## config.mk

```make
export PLATFORM = sky130hd
export DESIGN_NAME = mem_stage_lsu
export DESIGN_NICKNAME = d
export VERILOG_FILES = /design/src/rtl/mem_stage_lsu.sv
export SDC_FILE = /design/constraint.sdc
export NUM_CORES = 1
export LEC_CHECK = 0
export CAP_MARGIN = 20
export CORE_ASPECT_RATIO = 0.7
export CORE_MARGIN = 1
export CORE_UTILIZATION = 28
export DETAILED_ROUTE_END_ITERATION = 8
export PLACE_DENSITY_LB_ADDON = 0.1
export SLEW_MARGIN = 30
export SYNTH_ARGS = -nofsm -noshare
export SYNTH_HDL_FRONTEND = slang
export SYNTH_SLANG_ARGS = --single-unit
```

## constraint.sdc

```tcl
create_clock -name clk -period 3.2 [get_ports clk]
set_input_delay 0.64 -clock clk [delete_from_list [all_inputs] [get_ports clk]]
set_output_delay 0.64 -clock clk [all_outputs]
set_load 0.01 [all_outputs]
```

## src/rtl/mem_stage_lsu.sv

```systemverilog
// mem_stage_lsu: MEM stage of the 5-stage RV32 pipeline.
// Issues loads/stores on a valid/ready request channel, formats load data and
// drives the MEM/WB register; stalls upstream while memory is busy.
// Optional build macro MEM_MISALIGN_TRAP_EN: misaligned accesses raise a trap
// pulse (trap_valid/trap_addr) instead of issuing a request.
module mem_stage_lsu #(
  parameter int unsigned XLEN   = 32,
  parameter int unsigned RSP_TO = 0
) (
  input  logic            clk,
  input  logic            rst,
  input  logic [3:0]      mem_dm_en,
  input  logic            mem_mux_rd,
  input  logic            mem_regfile_en,
  input  logic [2:0]      mem_func3,
  input  logic [4:0]      mem_rd_index,
  input  logic [XLEN-1:0] mem_alu_result,
  input  logic [XLEN-1:0] mem_write_data,
  output logic            dm_req_valid,
  input  logic            dm_req_ready,
  output logic [XLEN-1:0] dm_req_addr,
  output logic [3:0]      dm_req_wstrb,
  output logic [XLEN-1:0] dm_req_wdata,
  input  logic            dm_rsp_valid,
  input  logic [XLEN-1:0] dm_rsp_rdata,
  output logic            stall_out,
  output logic            wb_regfile_en,
  output logic [4:0]      wb_rd_index,
  output logic [XLEN-1:0] wb_rd_data
`ifdef MEM_MISALIGN_TRAP_EN
  ,
  output logic            trap_valid,
  output logic [XLEN-1:0] trap_addr
`endif
);

  typedef enum logic [1:0] {IDLE, REQ, RSP} state_t;

  state_t          state;
  logic            is_store;
  logic            is_load;
  logic            mem_op;
  logic            rsp_timeout;
  logic [31:0]     rsp_cnt;
  logic [7:0]      byte_v;
  logic [15:0]     half_v;
  logic [XLEN-1:0] fmt_data;
`ifdef MEM_MISALIGN_TRAP_EN
  logic            misalign;
`endif

  // Operation classification and misalignment detection
  always_comb begin
    is_store = |mem_dm_en;
    is_load  = mem_mux_rd & mem_regfile_en & ~is_store;
`ifdef MEM_MISALIGN_TRAP_EN
    misalign = 1'b0;
    if (is_load | is_store) begin
      if (mem_func3[1:0] == 2'b01)
        misalign = mem_alu_result[0];
      else if (mem_func3[1:0] != 2'b00)
        misalign = |mem_alu_result[1:0];
    end
    mem_op = (is_load | is_store) & ~misalign;
`else
    mem_op = is_load | is_store;
`endif
    rsp_timeout = (RSP_TO != 0) && (rsp_cnt == RSP_TO - 1);
  end

  // Request fields are pure functions of the (frozen) EX/MEM inputs
  always_comb begin
    dm_req_addr  = {mem_alu_result[XLEN-1:2], 2'b00};
    dm_req_wstrb = is_store ? mem_dm_en : 4'b0000;
    dm_req_wdata = mem_write_data;
  end

  // Request valid and upstream stall per state; both forced low during reset
  always_comb begin
    dm_req_valid = 1'b0;
    stall_out    = 1'b0;
    if (!rst) begin
      case (state)
        IDLE: begin
          dm_req_valid = mem_op;
          stall_out    = mem_op & (is_load | ~dm_req_ready);
        end
        REQ: begin
          dm_req_valid = 1'b1;
          stall_out    = is_load | ~dm_req_ready;
        end
        RSP: stall_out = ~dm_rsp_valid & ~rsp_timeout;
        default: begin
          dm_req_valid = 1'b0;
          stall_out    = 1'b0;
        end
      endcase
    end
  end

  // Load formatting: byte lane by addr[1:0], halfword by addr[1]
  always_comb begin
    byte_v = dm_rsp_rdata[{mem_alu_result[1:0], 3'b000} +: 8];
    half_v = mem_alu_result[1] ? dm_rsp_rdata[31:16] : dm_rsp_rdata[15:0];
    case (mem_func3)
      3'b000:  fmt_data = {{(XLEN-8){byte_v[7]}}, byte_v};
      3'b001:  fmt_data = {{(XLEN-16){half_v[15]}}, half_v};
      3'b100:  fmt_data = {{(XLEN-8){1'b0}}, byte_v};
      3'b101:  fmt_data = {{(XLEN-16){1'b0}}, half_v};
      default: fmt_data = dm_rsp_rdata;
    endcase
  end

  // FSM plus MEM/WB register; write enable defaults low so every stalled
  // cycle writes a bubble and nothing retires twice
  always_ff @(posedge clk) begin
    if (rst) begin
      state         <= IDLE;
      wb_regfile_en <= 1'b0;
      wb_rd_index   <= '0;
      wb_rd_data    <= '0;
      rsp_cnt       <= '0;
`ifdef MEM_MISALIGN_TRAP_EN
      trap_valid    <= 1'b0;
      trap_addr     <= '0;
`endif
    end else begin
      wb_regfile_en <= 1'b0;
`ifdef MEM_MISALIGN_TRAP_EN
      trap_valid    <= 1'b0;
`endif
      case (state)
        IDLE: begin
          if (is_load | is_store) begin
`ifdef MEM_MISALIGN_TRAP_EN
            if (misalign) begin
              trap_valid <= 1'b1;
              trap_addr  <= mem_alu_result;
            end else
`endif
            if (dm_req_ready) begin
              state   <= is_load ? RSP : IDLE;
              rsp_cnt <= '0;
            end else begin
              state <= REQ;
            end
          end else begin
            wb_regfile_en <= mem_regfile_en;
            wb_rd_index   <= mem_rd_index;
            wb_rd_data    <= mem_alu_result;
          end
        end
        REQ: begin
          if (dm_req_ready) begin
            state   <= is_load ? RSP : IDLE;
            rsp_cnt <= '0;
          end
        end
        RSP: begin
          if (dm_rsp_valid) begin
            wb_regfile_en <= 1'b1;
            wb_rd_index   <= mem_rd_index;
            wb_rd_data    <= fmt_data;
            state         <= IDLE;
          end else if (rsp_timeout) begin
            state <= IDLE;
          end else begin
            rsp_cnt <= rsp_cnt + 32'd1;
          end
        end
        default: state <= IDLE;
      endcase
    end
  end

endmodule

```

==> impl_results.md <==
- Run status: completed
- Final min period: 3.15 ns
- Die Y: 88.9 um
- Post-layout nets: just under 600
- Synth unique cells: 43
- Synth area leaders: dfxtp_1 27%, buf_4 16%, mux2i_1 5.3%, nand2_1 5.1%, a21oi_1 4.8%
- R2R Path Start: state[1]$_SDFFE_PP0P_
- Drt first-iter violations: 164
- Largest net degree at the start of global routing: 50
- Endpoints failing hold: 0
- Pre-CTS setup slack: -0.00518 ns
- CP startpoint: mem_dm_en[0]
- Peak supply drop: 173 uV
- Cells after DPL: 596
- Clock Latency Late Sink: 0.29 ns
- Part of the Yosys area used for sequential elements: roughly a quarter
- Global-route wire length before repair: 15,600 um
- Routed vias/inst: 5.17
- Initial antenna violation count: 0
- Leakage: 1.65 nW
- Die area: roughly 11,000 um^2
- Worst Hold Class: flop to flop
- Layout cells sized above 1: 7.61%
- Worst setup path category: input port to primary output
- Hold_buf cts: 0
- Total track usage: around 18%
- Vias in the first global route: roughly 3,000
- CP endpoint: stall_out
- EDFF count, synth: 0
- Critical Path Fanout Max: 3
- Area of the core: 10,400 um^2
- Initial DRT Pass Iterations: 4
- Pwr dens: 317 nW/um^2
- WL final: 10,300 um
- Remaining global-route overflow: 0
- Ys Warns: 0
- #FFs+latches synth: 40
- Most frequent cells in the layout: 154 x clkdlybuf4s50_1, 41 x nand2_1, 40 x dfxtp_1, 29 x a21oi_1, 26 x nor2_1
- Dpl hpwl: about 7600 um
- WHS: 0.458 ns
- Post-synth top area share: between 20% and 30%
- Post-Layout Cell Count: a little over 600
- CTS tree: yes
- Ant diodes: 0
- Startpoint Class: input port
- Max Freq: 0.317 GHz
- Cell taking the most area after synthesis: dfxtp_1
- Synth Flop Type: dfxtp_1
- Area grow syn2layout: 45.4%
- Initial core utilization: 28.9%
- Routability cong.: 0.769
- Worst EP arrival: 2.51 ns
- Asr flop ratio synth: 0%
- WL per Instance: 17.1 um
- Area of the multi-input gates: 1520 um^2
- DRC Markers: 0
- CTS Buf Count: 5
- IO Pins: 222
- Design area: between 4000 and 5000 um^2
- WHS Path Cells: 2
- R2r endpoint: wb_rd_data[4]$_SDFFE_PP0P_
- Rows: 31
- Final WS setup: 0.0470 ns
- Routed vias: roughly 3,100
- Reg area: roughly 800 um^2
- MaxCap Viol Count: 0
- # port buffers: 155
- Final setup vio count: 0
- WP data required: 2.56 ns
- Commonest non-fill, non-tap cell in the layout: clkdlybuf4s50_1
- Skew final: 0.00557 ns
- Post-placement cell area: 4210 um^2
- Post-CTS Setup Bufs: 0
- # fillers: approximately 1,100
- Tot Pwr: 1.39 mW
- Antenna Nets Post-Route: 0
- Clock sinks: 40
- Synth Area per Inst: 7.74 um^2
- Max Buffers Root-to-Sink: 2
- Reg2Reg Depth: 5
- H-tree levels: 2
- CTS root buf: clkbuf_16
- Die Span X: approximately 130 um
- Reg-to-reg slack, setup: 1.22 ns
- Fin crit share: 98.5%
- Mapped cell area: 3020 um^2
- Max Slew Vio Count: 0
- Reg clk slew, reported paths: 0.06 ns
- Relative slew slack: a little over two fifths
- Least-Margin Pin Slew: 0.851 ns
- Post-Syn Instances: 390
- Endpoint type of the worst setup path: primary output
-- critical path: stages --
cell and delay, ns:
clkdlybuf4s50_1 0.42, or4_4 0.57, nor2_2 0.12, o22ai_1 0.09
o211a_1 0.20, clkdlybuf4s50_1 0.47
-- cell usage after synthesis, types with 9 or more instances --
cell       n
a211oi_1   9
o21ai_0   10
a21oi_1   29
a31oi_1   17
buf_2     10
inv_1     16
a221oi_1  12
o221ai_1  15
mux2i_1   16
nand2_1   41
nor2b_1   12
clkbuf_1  20
nor2_1    27
buf_4     66
dfxtp_1   40
-- cell families (layout without fill, tap and decap cells) --
| family | count (synthesis) | in the layout | share of synthesized area, % |
|---|---|---|---|
| compound gates | 115 | 115 | 27.8 |
| buf+inv | 115 | 197 | 23.4 |
| simple gates | 101 | 101 | 16.2 |
| flops | 40 | 40 | 26.5 |
| mux | 18 | 18 | 6.05 |
| other cells | 1 | 2 | 0.124 |
-- through the flow --
step	setup TNS, ns	utilization [%]
4_1_cts	0	41.8
2_1_floorplan	0	-
6_report	0	42.1
5_1_grt	-0.00936	42.1
3_3_place_gp	0	40.4
3_5_place_dp	-0.00518	40.4
-- metal layers --
layer  routed length, um  track usage [%]  up-vias
met2                4400             28.6      138
met4                 116             5.59        0
met1                5010             24.2     1479
li1                    -                -     1497
met3                 786             5.57       11
met5                   0                0        -
-- worst min path at each step --
stage / startpoint / end / slack [ns]
3_3_place_gp: wb_rd_index[4]$_SDFFE_PP0P_ / wb_rd_index[4]$_SDFFE_PP0P_ / 0.44
4_1_cts: wb_rd_index[1]$_SDFFE_PP0P_ / wb_rd_index[1]$_SDFFE_PP0P_ / 0.46
5_1_grt: wb_rd_index[1]$_SDFFE_PP0P_ / wb_rd_index[1]$_SDFFE_PP0P_ / 0.47
3_5_place_dp: wb_rd_index[2]$_SDFFE_PP0P_ / wb_rd_index[2]$_SDFFE_PP0P_ / 0.45
2_1_floorplan: wb_rd_index[0]$_SDFFE_PP0P_ / wb_rd_index[0]$_SDFFE_PP0P_ / 0.48
6_report: wb_rd_index[2]$_SDFFE_PP0P_ / wb_rd_index[2]$_SDFFE_PP0P_ / 0.46
-- power breakdown --
group          switching, mW  internal, mW
Sequential           0.00718         0.510
Combinational          0.157         0.200
Clock                  0.210         0.308
-- state kept, by name (all words and copies together), names as in the netlist --
| name | count |
|---|---|
| wb_regfile_en | 1 |
| wb_rd_index | 5 |
| state | 2 |
| wb_rd_data | 32 |
-- final cells by class --
cell class                 count  share of cell area [%]
timing repair buffer         172                    38.5
tap                          132                    3.76
inverter                      17                    1.45
clock buffer                   6                    3.16
multi-input combinational    236                    34.7
clock inverter                 2                   0.228
sequential                    40                    18.2
-- timing repair --
action                                  in CTS  in global routing
endpoints found under the setup margin       1                  1
resized for setup                            1                  1
pin swaps                                    0                  0
Note: power is estimated with default switching activity, not from simulation.
